File: src/rtl/mixer_pkg.sv
// Shared types and helpers for the time-multiplexed voice mixer.
package mixer_pkg;

  // Mixer control states.
  typedef enum logic [1:0] {
    IDLE   = 2'd0,
    ACCUM  = 2'd1,
    OUTPUT = 2'd2
  } mix_state_e;

  // Full-precision accumulator width: one extra bit per doubling of voices,
  // so the sum of all voices at full scale can never overflow.
  function automatic int acc_width(input int sample_width, input int num_channels);
    return sample_width + $clog2(num_channels);
  endfunction

  // Auto-gain shift: ceil(log2(count)); 0 and 1 active voices need no shift.
  function automatic int unsigned auto_shift(input int unsigned count);
    int unsigned s;
    s = 0;
    for (int i = 0; i < 31; i++) begin
      if ((32'd1 << i) < count) s = i + 1;
    end
    return s;
  endfunction

endpackage

File: src/rtl/mixer_saturate.sv
// Combinational scale-and-reduce stage for the voice mixer.
// Arithmetic right shift of the full-precision sum, then reduction to the
// output width. Macro MIXER_SATURATE_EN selects clamping; without it the
// result wraps (two's-complement truncation) like the legacy summer.
module mixer_saturate #(
  parameter int SAMPLE_WIDTH = 16,
  parameter int ACC_W        = 19,
  parameter int SHIFT_W      = 2
) (
  input  logic signed [ACC_W-1:0]        acc_i,
  input  logic        [SHIFT_W-1:0]      shift_i,
  output logic signed [SAMPLE_WIDTH-1:0] sample_o
);

  localparam logic signed [ACC_W-1:0] MAX_V =
    {{(ACC_W-SAMPLE_WIDTH+1){1'b0}}, {(SAMPLE_WIDTH-1){1'b1}}};
  localparam logic signed [ACC_W-1:0] MIN_V =
    {{(ACC_W-SAMPLE_WIDTH+1){1'b1}}, {(SAMPLE_WIDTH-1){1'b0}}};

  logic signed [ACC_W-1:0] scaled;

`ifdef MIXER_SATURATE_EN
  // Clamp the scaled sum into the signed output range.
  function automatic logic signed [SAMPLE_WIDTH-1:0] reduce(input logic signed [ACC_W-1:0] v);
    logic signed [ACC_W-1:0] c;
    if (v > MAX_V)      c = MAX_V;
    else if (v < MIN_V) c = MIN_V;
    else                c = v;
    return c[SAMPLE_WIDTH-1:0];
  endfunction
`else
  // Keep the low bits only; overflow wraps around.
  function automatic logic signed [SAMPLE_WIDTH-1:0] reduce(input logic signed [ACC_W-1:0] v);
    return v[SAMPLE_WIDTH-1:0];
  endfunction

  // High bits are intentionally discarded in wrap mode.
  logic unused_hi;
  assign unused_hi = ^{scaled[ACC_W-1:SAMPLE_WIDTH], MAX_V, MIN_V};
`endif

  // Shift then reduce.
  always_comb begin
    scaled   = acc_i >>> shift_i;
    sample_o = reduce(scaled);
  end

endmodule

File: src/rtl/voice_mixer.sv
// Time-multiplexed voice mixer: sums up to NUM_CHANNELS signed voices through
// one shared adder (one voice per clock), scales by a fixed or auto-gain
// shift and reduces to SAMPLE_WIDTH. Optional clamping via MIXER_SATURATE_EN
// (see mixer_saturate); default build wraps.
module voice_mixer
  import mixer_pkg::*;
#(
  parameter int NUM_CHANNELS = 8,
  parameter int SAMPLE_WIDTH = 16,
  parameter int FIXED_SHIFT  = 3
) (
  input  logic                                 clk,
  input  logic                                 rst_n,
  input  logic [NUM_CHANNELS*SAMPLE_WIDTH-1:0] samples,
  input  logic [NUM_CHANNELS-1:0]              channel_en,
  input  logic                                 auto_gain,
  input  logic                                 generate_new_sample,
  input  logic                                 clear_overrun,
  output logic signed [SAMPLE_WIDTH-1:0]       out_sample,
  output logic                                 new_sample_ready,
  output logic                                 busy,
  output logic                                 overrun
);

  localparam int ACC_W   = acc_width(SAMPLE_WIDTH, NUM_CHANNELS);
  localparam int IDX_W   = $clog2(NUM_CHANNELS);
  localparam int CNT_W   = IDX_W + 1;
  localparam int SHIFT_W = $clog2(IDX_W + 1);

  mix_state_e                     state_q, state_d;
  logic [IDX_W-1:0]               idx_q, idx_d;
  logic [CNT_W-1:0]               cnt_q, cnt_d;
  logic signed [ACC_W-1:0]        acc_q, acc_d;
  logic signed [SAMPLE_WIDTH-1:0] out_q, out_d;
  logic                           rdy_q, rdy_d;
  logic                           busy_q, busy_d;
  logic                           ovr_q, ovr_d;

  // Captured request operands (data only, no reset needed).
  logic [NUM_CHANNELS*SAMPLE_WIDTH-1:0] smp_q;
  logic [NUM_CHANNELS-1:0]              en_q;
  logic                                 ag_q;

  logic                           capture;
  logic signed [SAMPLE_WIDTH-1:0] smp_arr [NUM_CHANNELS];
  logic signed [SAMPLE_WIDTH-1:0] cur;
  logic signed [ACC_W-1:0]        cur_ext;
  logic [SHIFT_W-1:0]             shift;
  logic signed [SAMPLE_WIDTH-1:0] scaled_sample;

  assign capture = (state_q == IDLE) && generate_new_sample;

  // Latch voices, enables and gain mode at request acceptance.
  always_ff @(posedge clk) begin
    if (capture) begin
      smp_q <= samples;
      en_q  <= channel_en;
      ag_q  <= auto_gain;
    end
  end

  // Select the current voice and sign-extend it to accumulator width.
  always_comb begin
    for (int i = 0; i < NUM_CHANNELS; i++) begin
      smp_arr[i] = smp_q[i*SAMPLE_WIDTH +: SAMPLE_WIDTH];
    end
    cur     = smp_arr[idx_q];
    cur_ext = {{(ACC_W-SAMPLE_WIDTH){cur[SAMPLE_WIDTH-1]}}, cur};
  end

  // Pick fixed or auto-gain shift from the active voice count.
  always_comb begin
    shift = SHIFT_W'(FIXED_SHIFT);
    if (ag_q) shift = SHIFT_W'(auto_shift(32'(cnt_q)));
  end

  mixer_saturate #(
    .SAMPLE_WIDTH (SAMPLE_WIDTH),
    .ACC_W        (ACC_W),
    .SHIFT_W      (SHIFT_W)
  ) u_sat (
    .acc_i    (acc_q),
    .shift_i  (shift),
    .sample_o (scaled_sample)
  );

  // Next-state and datapath control for the mix sequence.
  always_comb begin
    state_d = state_q;
    idx_d   = idx_q;
    cnt_d   = cnt_q;
    acc_d   = acc_q;
    out_d   = out_q;
    rdy_d   = 1'b0;
    busy_d  = (state_q == ACCUM);
    ovr_d   = ovr_q;

    if (clear_overrun) ovr_d = 1'b0;
    if (generate_new_sample && (state_q != IDLE)) ovr_d = 1'b1;

    case (state_q)
      IDLE: begin
        if (generate_new_sample) begin
          acc_d   = '0;
          idx_d   = '0;
          cnt_d   = '0;
          state_d = ACCUM;
        end
      end
      ACCUM: begin
        if (en_q[idx_q]) begin
          acc_d = acc_q + cur_ext;
          cnt_d = cnt_q + 1'b1;
        end
        if (idx_q == IDX_W'(NUM_CHANNELS-1)) state_d = OUTPUT;
        else                                 idx_d   = idx_q + 1'b1;
      end
      OUTPUT: begin
        out_d   = scaled_sample;
        rdy_d   = 1'b1;
        state_d = IDLE;
      end
      default: state_d = IDLE;
    endcase
  end

  // Control and result registers.
  always_ff @(posedge clk or negedge rst_n) begin
    if (!rst_n) begin
      state_q <= IDLE;
      idx_q   <= '0;
      cnt_q   <= '0;
      acc_q   <= '0;
      out_q   <= '0;
      rdy_q   <= 1'b0;
      busy_q  <= 1'b0;
      ovr_q   <= 1'b0;
    end else begin
      state_q <= state_d;
      idx_q   <= idx_d;
      cnt_q   <= cnt_d;
      acc_q   <= acc_d;
      out_q   <= out_d;
      rdy_q   <= rdy_d;
      busy_q  <= busy_d;
      ovr_q   <= ovr_d;
    end
  end

  assign out_sample       = out_q;
  assign new_sample_ready = rdy_q;
  assign busy             = busy_q;
  assign overrun          = ovr_q;

endmodule

File: config.mk
export PLATFORM = sky130hd
export DESIGN_NAME = voice_mixer
export DESIGN_NICKNAME = d
export VERILOG_FILES = /design/src/rtl/mixer_pkg.sv /design/src/rtl/mixer_saturate.sv /design/src/rtl/voice_mixer.sv
export SDC_FILE = /design/constraint.sdc
export NUM_CORES = 1
export LEC_CHECK = 0
export BUFFER_PORTS_ARGS = -buffer_cell sky130_fd_sc_hd__buf_4
export CAP_MARGIN = 20
export CORE_MARGIN = 5
export CORE_UTILIZATION = 45
export CTS_CLUSTER_SIZE = 12
export DETAILED_ROUTE_END_ITERATION = 8
export GPL_ROUTABILITY_DRIVEN = 1
export HOLD_SLACK_MARGIN = 0.06
export PLACE_DENSITY = 0.72
export SYNTH_ARGS = -nofsm -noshare
export SYNTH_HDL_FRONTEND = slang
export SYNTH_HIERARCHICAL = 1
export SYNTH_SLANG_ARGS = --single-unit
File: constraint.sdc
create_clock -name clk -period 7.6 [get_ports clk]
set_input_delay 1.52 -clock clk [delete_from_list [all_inputs] [get_ports clk]]
set_output_delay 1.52 -clock clk [all_outputs]
set_load 0.02 [all_outputs]
==> results of run 1 <==
## kinds of logic (layout without fill, tap and decap cells)
| family | after synthesis | after routing | share of synthesized area (%) |
|---|---|---|---|
| compound gates | 82 | 82 | 6.63 |
| xor+xnor | 12 | 12 | 1.24 |
| fa+ha+maj | 24 | 24 | 3.63 |
| buf+inv | 36 | 207 | 2.24 |
| flops | 184 | 184 | 62.4 |
| mux | 87 | 87 | 18.4 |
| simple gates | 88 | 88 | 5.47 |
## metal layers
metal / track usage, % / up-vias / share of wire, %
li1: - / 2384 / -
met1: 20.9 / 2600 / 42
met2: 26.6 / 152 / 51
met3: 3.89 / 18 / 5.3
met4: 5.50 / 0 / 1.7
met5: 0 / - / 0
## through the flow
step           worst slack, ps  utilization [%]  cells  area [sq um]
2_1_floorplan             2300                -    513          8480
3_3_place_gp              3610             52.9    886          9860
3_5_place_dp              3530             52.9    886          9860
4_1_cts                   3500             56.2    917         10500
5_1_grt                   3310             56.3    918         10500
6_report                  3580             56.3    918         10500
## worst max-delay path: cells and delay by family, from the launching register on
family	cells	cell delay, ps
AOI/OAI and AO/OA	6	1510
muxes	2	870
adders and majority gates	2	620
buffers and inverters	1	560
DFF	1	340
## power breakdown
group / switching [mW] / internal [mW] / leakage [nW] / total, mW
combinational: 1.05 / 0.991 / 2.07 / 2.04
clock: 0.387 / 0.525 / 0.299 / 0.912
sequential: 0.177 / 1.33 / 1.86 / 1.51
total: 1.61 / 2.85 / 4.23 / 4.46
## how the worst min path moves through the flow
stage | end | slack (ps) | depth (start not counted)
5_1_grt | out_sample[10] | 530 | 1
3_5_place_dp | out_sample[2] | 500 | 1
6_report | out_sample[9] | 510 | 1
4_1_cts | out_sample[2] | 520 | 1
3_3_place_gp | out_sample[12] | 500 | 1
2_1_floorplan | acc_q[0] | 470 | 2
## registers in the layout, summed over array words and instances (netlist names), 2 cells and up
| signal | cells |
|---|---|
| smp_q | 128 |
| acc_q | 19 |
| out_sample | 16 |
| en_q | 8 |
| cnt_q | 4 |
| idx_q | 3 |
| state_q | 2 |
## cells in the final DEF (no fill, tap or decap), types with 3 or more instances in the layout
master       n
clkinv_4     3
nor3_1       5
and3_1       8
mux4_2      37
xnor2_1      6
o31ai_1      8
and2_1       4
xor2_1       6
a21oi_1     16
o21ai_0     18
mux2i_1      4
nor2b_1      3
inv_6        5
buf_4      164
edfxtp_1   137
a21o_1       7
dfrtp_1     45
inv_1       10
o31a_1       3
mux2_2      34
a211o_1      3
ha_1        23
nand2_1     26
nor2_1      14
bufinv_16    3
mux4_1      11
o211ai_1     3
a31oi_1      3
clkbuf_16   17
nand3_1     12
## area by class of cell
| class | count | area share [%] |
|---|---|---|
| clock inverter | 14 | 1.78 |
| timing repair buffer | 165 | 12.0 |
| sequential | 184 | 50.4 |
| tap | 234 | 2.79 |
| inverter | 11 | 0.441 |
| clock buffer | 17 | 4.05 |
| multi-input combinational | 293 | 28.6 |
==> results.md, run 1 <==
Yosys:
- In the synthesized netlist the dominant register cell turns out to be edfxtp_1.
- Yosys printed 6 warnings.
- The mapped netlist covers 8480 sq um.
- The biggest area consumer among synthesized cells is edfxtp_1.
- The number of nets in the synthesized netlist is 678.
- The synthesized netlist contains 60 unique library cells.
- Sorting the synthesized cells by area gives the leading types as edfxtp_1 (49%), dfrtp_1 (14%), mux4_2 (9.8%).
- In the post-synthesis netlist, the cell with the most instances is edfxtp_1.
- The fraction of post-synthesis cell area in the top cell type by area is 48.5%.
- The mean area per synthesized cell is 16.5 sq um.
- The proportion of synthesized flip-flops having asynchronous set or reset is 25.5%.
- Ranked by instance count, the synthesized netlist is headed by edfxtp_1 (137), dfrtp_1 (47), mux4_2 (37).
- The flop and latch count out of synthesis is 184.
- The number of flops mapped to enable cells by yosys is 137.
- The sequential element share of the synthesized area is 62.4%.
- The synthesized netlist cell count is 513.

Worst setup path:
- Walking the worst path, the cells encountered are buf_4, mux4_2, mux2_2, ha_1, fa_1, a21o_1, a311o_1, a21oi_1, a21oi_1, o21a_1, o31ai_1.
- The delay contributed by the slowest stage of the critical path is 590 ps.
- On the critical path, the stage with the largest delay is an instance of mux4_2.
- The worst register-to-register path ends at acc_q[16].
- The worst setup path is launched from a flop.
- The cell occurring most often along the worst timing path is a21oi_1.
- The worst setup path is captured at a flop.
- Data on the critical path is required at its endpoint by 7930 ps.
- The capturing element of the worst setup path is acc_q[16].
- The number of cell instances on the worst register-to-register path is 11.
- The timing startpoint of the critical path is idx_q[0].
- STA puts the critical path data arrival time at 4350 ps.
- The start of the worst register-to-register path is idx_q[0].
- The worst register-to-register path has a setup slack of 3580 ps.
- The critical path is of the flop to flop type.
- Of all nets on the critical path, the largest fanout is 38.

Floorplanning:
- The area of the placeable core is 18600 sq um.
- The overall die width is 147 microns.
- During I/O placement, the number of pins put on the boundary was 160.
- Once the floorplan was initialized, standard cells occupied 45.5% of the core.
- The full die area is 21700 sq um.
- The standard-cell row count is 50.
- In this run the vertical extent of the chip is 147 microns.

Placed design:
- Port buffering added 159 buffers.
- Detailed placement finished with a half-perimeter wire length of 12.3 mm.
- The global placer's final weighted congestion is 0.815.

Timing:
- On the final layout, the worst hold slack is 510 ps.
- At the pin with the least slew margin, the transition time is 839 ps.
- Of the available clock period, the critical path in the final layout requires 52.9%.
- Setup total negative slack on the finished layout was measured at 0 ps.
- Setup violations remaining at the end of the flow were counted as 0.
- Static timing analysis puts the maximum clock frequency at 0.249 GHz.
- Setup repair after global routing left no endpoint under its margin.
- Clock skew on the completed layout was measured at 13.4 ps.
- Measured against its own limit, the worst slew margin works out to 44.1%.
- The hold violation count in the final report came to 0.
- The final max-slew violation count is 0.
- After layout, the minimum clock period comes to 4020 ps.

CTS:
- The clock reaches the later pin of the worst-skew pair after 430 ps.
- The clock edge transition at the registers on the reported setup and hold paths is 70 ps.
- The number of cells upsized or downsized after cts is 0.
- Counting the buffers created by CTS gives 17.
- The clock passes through at most 2 buffers.
- The number of hold buffers added after CTS was 0.
- The CTS sink count is 184.
- The number of post-CTS setup repair buffers is 0.
- TritonCTS built the clock tree.
- The tree is rooted in a clkbuf_16.
- CTS built an H-tree with a depth of 4.

Layout:
- The area growth from synthesis to layout is 23.8%.
- The proportion of layout cells with a drive suffix above 1 is 40.6%.
- The storage element area is 5290 sq um.
- The net count of the finished layout is 837.
- The number of antenna diodes is 0.
- The total area of multi-input combinational cells is 3000 sq um.
- The layout filler cell count is 1445.

Pwr:
- Summed over all cells, the static leakage comes to 4.23 nW.
- For this design the ratio of total power to cell area is 425 nW/um^2.
- Power comes to 4.46 mW.
- The maximum vdd ir drop is 0.234 mV.

Detailed routing:
- Once detail routing completed, the nets flagged for antenna violations numbered 0.
- In the routed layout, each cell is associated on average with a via count of 5.61.
- The final route contains 5154 vias.
- The number of detailed-route iterations in the first pass is 4.
- The routed wirelength normalized by instance count is 18.5 microns.
- For this run, design rule violations remaining after detail routing come to 0.
- The detailed router finished its first iteration with 445 violations.
- The post-detailed-routing wire length is 17.0 mm.

Global routing:
- The initial antenna violation count is 0.
- The largest net degree at the start of global routing is 94.
- The global-route congestion overflow total is 0.
- The via count of the first global-routing pass is 5499.
- The first global-routing pass estimated 27.5 mm of wire.
- The global-route usage over all layers is 16.1%.

Run:
- Max-cap violations in this run came to 0.

Outcome:
- The run finished with clean final reports.

Min path:
- The critical hold path startpoint is out_sample[9].
- The min-delay analysis places its worst path in the category flop to flop.
No activity file was read; power rests on OpenSTA's default activity.
==> run 2, diff against run 1 <==
==> constraint.sdc (replaced) <==
create_clock -name clk -period 4.13 [get_ports clk]
set_input_delay 0.826 -clock clk [delete_from_list [all_inputs] [get_ports clk]]
set_output_delay 0.826 -clock clk [all_outputs]
set_load 0.02 [all_outputs]
==> run 2 against run 1 <==
  * Hold slack got worse by 100 ps
  * Final cell count increased by 0.33%
  * Register-to-register slack got worse by 3100 ps
  * Final area about the same
  * Clock skew decreased by 5.9 ps
  * Die area unchanged
  * Critical path type unchanged
  * Critical endpoint unchanged
  * Largest cell class unchanged
==> results.md, run 2 (synthesis gave the netlist of run 1 again) <==
Detailed routing:
- In this run, the number of DRC markers left after iteration 0 of detailed routing was 408.
- The number of detailed-route iterations in the first pass is 5.
- The DRC violations left is 0.
- After detailed routing, the average wire length per cell comes to 18.7 microns.
- Using the TritonRoute via totals, the vias-per-cell ratio works out to 5.49.
- The routed layout has 5054 vias.
- The post-detailed-routing wire length is 17.2 mm.
- In this run the remaining antenna-violating nets after routing total 0.

CTS:
- The number of cells upsized or downsized after cts is 0.
- TritonCTS created 17 clock buffers.
- The later pin in the worst-skew pair is clocked with a latency of 430 ps.
- The cell sitting at the root of the clock tree is a clkbuf_16.
- The number of H-tree branching levels is 4.
- The buffer levels on the longest clock path is 2.
- The hold buffer count at CTS is 0.
- The TritonCTS clock tree is built.
- Clock-pin slew was measured on the worst setup and hold paths at 70 ps.
- The clock net in this run drives a total of 184 sinks.
- The number of post-CTS setup repair buffers is 0.

Layout:
- Cells with a size suffix above 1 make up 40.8% of the layout.
- The most common cell after layout, fill and taps aside is buf_4.
- Compared with the post-synthesis result, the final layout area differs by 23.8%.
- Counting the fill cells in the layout gives 1451.
- In the final layout, the multi-input gates occupy 3000 sq um.
- The storage element area is 5290 sq um.
- The register with the most flip-flops in the layout has 128 of them.
- The number of antenna diodes is 0.
- The register with the most flip-flops is smp_q.
- In the layout the commonest cells are buf_4 (165), edfxtp_1 (137), dfrtp_1 (45).
- The net total in the final layout is 839.

Pwr:
- Combinational cells account for 46.0% of the total power.
- Summed over all nets, the switching power comes to 2.95 mW.
- The register share of total power is 34.2%.
- The total leakage power is 4.22 nW.
- The design internal power is 5.20 mW.
- The power share of the clock group is 19.9%.
- Of the total power, the share spent switching nets is 36.2%.
- The power density over the cells is 776 nW/um^2.
- The maximum vdd ir drop is 0.389 mV.
- After layout, the design draws a total of 8.15 mW.

Floorplanning:
- The floorplan step defined a core boundary enclosing 18600 sq um.
- The die covers 21700 sq um.
- The starting density of the core is 45.5%.
- The overall die width is 147 microns.
- The die is 147 microns tall.
- For this design the top-level I/O count stands at 160.
- In this run the core area contains 50 standard-cell rows.

Timing:
- The achievable clock frequency is 0.275 GHz.
- The setup TNS is 0 ps.
- The hold violation count in the final report was 0.
- The headroom to the max-slew limit is 47.7%.
- The slew at the pin closest to its max-slew limit is 785 ps.
- The number of setup violations in the final report is 0.
- Dividing the final minimum period by the clock period gives 87.9%.
- The clock arrives with 7.43 ps of skew.
- Setup repair after global routing left no endpoint under its margin.
- Subtracting the final worst setup slack from the clock period gives 3630 ps.
- The final max-slew violation count is 0.

Worst setup path:
- The slowest stage of the critical path is the dfrtp_2 cell.
- The nature of the critical path startpoint is a flop.
- The setup path with the least slack is of type flop to flop.
- The endpoint type of the worst setup path is a flop.
- In this design, the stage delay of the slowest critical-path cell is 570 ps.
- The cell occurring most often along the worst timing path is a21oi_1.
- Traced cell by cell, the critical path runs through mux4_2, mux2_2, ha_1, fa_1, a21o_1, a311o_1, a21oi_1, a21oi_1, o21a_1, o31ai_1.
- The data arrival time at the worst-slack endpoint is 3960 ps.
- The slack of the worst reg-to-reg path is 500 ps.
- The maximum fanout along the worst path is 10.
- Data on the critical path is required at its endpoint by 4460 ps.

Global routing:
- The initial antenna violation count is 0.
- The first global-routing pass estimated 27.6 mm of wire.
- The largest net degree at the start of global routing is 143.
- Across every metal layer, demand over resource in global routing totals 16.2%.
- Global routing finished with a remaining overflow of 0.
- The via count of the first global-routing pass is 5298.

Outcome:
- The flow ran to the end, and the final reports show no timing, DRC or antenna violations.

Placed design:
- The number of I/O port buffers is 159.
- The global placer's final weighted congestion is 0.900.
- Once detailed placement completed, the half-perimeter wirelength came to 12.4 mm.

Run:
- Across the run, the number of max-cap violations was 0.

Min path:
- The path type of the worst min-delay path is input pin to async pin.
==> run 2: changes by cell type in the layout (fill, tap and decap cells not counted), moves of 2 or more <==
cell / previous run / this run
buf_12: 0 / 2
clkinv_4: 3 / 0
clkinvlp_4: 1 / 3
inv_6: 5 / 7
inv_8: 2 / 0
==> run 2: through the flow <==
| stage | worst slack [ps] | cell area, sq um | util [%] | instances | hold WS [ps] |
|---|---|---|---|---|---|
| 4_1_cts | 495 | 10500 | 56.3 | 921 | 423 |
| 5_1_grt | 318 | 10500 | 56.3 | 921 | 445 |
| 3_5_place_dp | 517 | 9910 | 53.1 | 889 | 501 |
| 6_report | 498 | 10500 | 56.3 | 921 | 410 |
| 2_1_floorplan | 511 | 8480 | - | 513 | 468 |
| 3_3_place_gp | 567 | 9910 | 53.1 | 889 | 492 |
==> run 2: path summary, 6_finish.rpt <==
check | from | to | cells past startpoint
worst max-delay path | idx_q[0] | acc_q[16] | 10
worst min-delay path | rst_n | new_sample_ready | 1
worst max register to register | idx_q[0] | acc_q[16] | 10
worst min register to register | out_sample[15] | out_sample[15] | 1
max in group asynchronous | rst_n | idx_q[0] | 1
min in group clk | out_sample[15] | out_sample[15] | 1
==> run 2: worst max-delay path, delay by kind of cell (launching register included) <==
kind / cells / cell delay (ps)
DFF: 1 / 570
adders and majority gates: 2 / 600
AOI/OAI and AO/OA: 6 / 1540
muxes: 2 / 830
==> run 2: final cells by class <==
class                      count  share of cell area [%]
sequential                   184                    50.4
multi-input combinational    293                    28.6
timing repair buffer         167                    12.2
clock buffer                  17                    4.05
tap                          234                    2.79
clock inverter                15                    1.58
inverter                      11                   0.429
==> run 2: power groups by stage <==
stage | registers (mW) | clock network, mW | logic, mW
detailed placement | 2.83 | 0 | 3.77
CTS | 2.79 | 1.66 | 3.79
global placement | 2.79 | 0 | 3.70
finish | 2.78 | 1.62 | 3.74
floorplan | 2.74 | 0 | 2.97
global route | 2.83 | 1.74 | 4.15
==> run 2: per-layer routing <==
metal  vias up  GRT usage, %  part of all wire (%)
li1       2395             -                     -
met1      2521          21.9                    44
met2       123          26.2                    50
met3        15          4.13                   4.5
met4         0          5.08                   1.4
met5         -             0                     0
==> run 3, diff against run 2 <==
--- a/config.mk
+++ b/config.mk
@@ -14,6 +14,7 @@
 export GPL_ROUTABILITY_DRIVEN = 1
 export HOLD_SLACK_MARGIN = 0.06
 export PLACE_DENSITY = 0.72
+export REMOVE_ABC_BUFFERS = 1
 export SYNTH_ARGS = -nofsm -noshare
 export SYNTH_HDL_FRONTEND = slang
 export SYNTH_HIERARCHICAL = 1
==> run 3 against run 2 <==
  * Routed wire length up 3.2%
  * Register-to-register slack about the same
  * Hold slack worse by 5.7 ps
  * Total power down 0.33%
  * First-iteration DRC count down 24%
  * Highest routed layer unchanged
==> results.md, run 3 (synthesis gave the netlist of run 1 again) <==
CTS:
- The number of cells upsized or downsized after cts is 0.
- The worst-skew pair later-pin latency is 430 ps.
- The clock passes through at most 2 buffers.
- After clock tree synthesis, the flow added hold-fix buffers numbering 0.
- After clock tree synthesis, the clock-pin slew on the worst setup and hold paths is 70 ps.
- The TritonCTS clock tree is built.
- The CTS root buffer is clkbuf_16.
- The number of post-CTS setup repair buffers is 0.
- The H-tree was split into 4 levels.
- Clock tree synthesis inserted a total of 17 buffers.
- The clock net in this run drives a total of 184 sinks.

Worst setup path:
- In this run the critical register-to-register path is launched from idx_q[1].
- The critical path goes through buf_4, mux4_2, mux2_2, ha_1, and3_1, a311o_1, a221o_1, a21oi_1, xor2_1, o21ai_0.
- For the worst setup path, the data required time is 4420 ps.
- The worst reg2reg path endpoint is acc_q[10].
- The maximum fanout along the worst path is 23.
- The slack of the worst reg-to-reg path is 510 ps.
- The nature of the critical path startpoint is a flop.
- The number of cells on the worst reg-to-reg path is 10.
- The endpoint type of the worst setup path is a flop.
- The timing startpoint of the critical path is idx_q[1].
- In this design, the largest share of critical-path delay is due to compound AO/OA/AOI/OAI gates.
- The cell at the slowest stage of the critical path is dfrtp_2.
- The largest single stage delay on the critical path is 550 ps.
- The logic depth of the worst path, buffers included is 10.
- The startpoint-to-endpoint class of the critical path is flop to flop.
- The data arrival time at the worst-slack endpoint is 3910 ps.
- The number of buffers and inverters on the critical path is 1.
- The capturing element of the worst setup path is acc_q[10].

Floorplanning:
- The number of top-level design ports is 160.
- The area of the placeable core is 18600 sq um.
- Once the floorplan was initialized, standard cells occupied 45.5% of the core.
- The die boundary height is 147 microns.
- Measured along the x axis, the die boundary spans 147 microns.
- In this run the core area contains 50 standard-cell rows.
- The full die area is 21700 sq um.

Min path:
- The path type of the worst min-delay path is input pin to async pin.

Timing:
- On the final layout, the worst hold slack is 404 ps.
- The worst setup slack after layout is 511 ps.
- The period utilization is 87.6%.
- Derived from the worst setup path, the maximum achievable clock frequency is 0.276 GHz.
- The worst path needs 3620 ps of the cycle, external delays included.
- Setup repair after global routing left no endpoint under its margin.
- Setup violations remaining at the end of the flow were counted as 0.
- At the pin with the least slew margin, the transition time is 684 ps.
- The final max-slew violation count was 0.
- The hold violation count in the final report was 0.
- On the final layout, the worst clock skew is 10.7 ps.
- The worst pin sits at a relative slew slack of 54.4%.
- In the final timing run, aggregate negative setup slack is 0 ps.

Detailed routing:
- After detailed routing, the average wire length per cell comes to 19.2 microns.
- The number of detailed-route iterations in the first pass is 6.
- The post-detailed-routing wire length is 17.7 mm.
- In the routed layout, each cell is associated on average with a via count of 5.51.
- The DRC violations left is 0.
- The iteration-0 DRC count of the detailed router is 311.
- The antenna violation net count after detailed routing is 0.
- Across all layers, the routed design uses 5077 vias.

Layout:
- The proportion of layout cells with a drive suffix above 1 is 40.3%.
- The flip-flop count of the largest register, all copies and words added is 128.
- smp_q holds more flip-flops than any other register.
- Relative to the synthesized area, the layout overhead comes to 23.5%.
- In the layout the commonest cells are buf_4 (164), edfxtp_1 (137), dfrtp_1 (45).
- The net total in the final layout is 839.
- After routing the design area is 10500 sq um.
- Once layout is complete, the utilization of the core stands at 56.2%.
- The number of antenna diodes is 0.
- The most common cell after layout, fill and taps aside is buf_4.

Outcome:
- The run finished with clean final reports.

Placed design:
- The worst slack after detailed placement is 569 ps.
- Once detailed placement completed, the half-perimeter wirelength came to 12.8 mm.
- Buffers placed on the I/O ports in this run total 159.
- The post-place instance area is 9920 sq um.
- The global placer's final weighted congestion is 0.878.

Pwr:
- Of the total power, combinational logic draws 47.3%.
- The share of total power consumed by net switching is 36.8%.
- The share of total power dissipated in sequential elements is 34.0%.
- The design internal power is 5.13 mW.
- In this run the static leakage power is 4.20 nW.
- The power share of the clock group is 18.7%.
- Dividing total power by cell area gives a power density of 775 nW/um^2.
- VDD sags by at most 0.420 mV.
- The net switching component of the power is 2.99 mW.

Global routing:
- The global-route congestion overflow total is 0.
- The initial antenna violation count is 0.
- The global-route usage over all layers is 16.8%.
- The largest net degree at the start of global routing is 88.
- The global-route wire length before repair is 28.3 mm.
- The via count of the first global-routing pass was 5352.

Run:
- The max-cap check violation count is 0.
run 3: changes by cell type in the layout (fill, tap and decap cells not counted), sizes merged:
cell	previous run	this run
inv	17	15
clkinv	3	6
bufinv	2	1
run 3: worst min path at each step:
stage	depth (start not counted)	endpoint
6_report	1	new_sample_ready
3_5_place_dp	1	out_sample[3]
4_1_cts	1	new_sample_ready
5_1_grt	1	new_sample_ready
2_1_floorplan	2	acc_q[0]
3_3_place_gp	2	acc_q[0]
run 3: power groups by stage:
stage / logic (mW) / registers [mW] / clock network (mW)
final: 3.84 / 2.76 / 1.52
after CTS: 3.84 / 2.76 / 1.56
after floorplan: 2.71 / 2.88 / 0
after detailed placement: 3.82 / 2.80 / 0
after global placement: 3.73 / 2.78 / 0
after global routing: 4.22 / 2.81 / 1.64
run 3: routing by layer:
metal | track usage [%] | part of all wire [%]
met3 | 4.10 | 5.2
met2 | 27.3 | 50
met5 | 0 | 0
met4 | 5.55 | 1.3
met1 | 22.5 | 44
run 3: stage by stage:
step / total power [mW] / std cells
finish: 8.12 / 921
global route: 8.67 / 921
floorplan: 5.60 / 488
global placement: 6.51 / 889
CTS: 8.16 / 921
detailed placement: 6.62 / 889
run 3: layout make-up:
cell class	count	area, sq um
clock buffer	17	425
multi-input combinational	293	3000
sequential	184	5290
fill	1492	8170
tap	234	293
timing repair buffer	167	1290
inverter	11	46.3
clock inverter	15	126
run 3: worst register-to-register path, stage by stage (launching register included):
cell	delay [ps]
dfrtp_2	550
buf_4	400
mux4_2	370
mux2_2	310
ha_1	380
and3_1	180
a311o_1	390
a221o_1	320
a21oi_1	310
xor2_1	190
o21ai_0	80
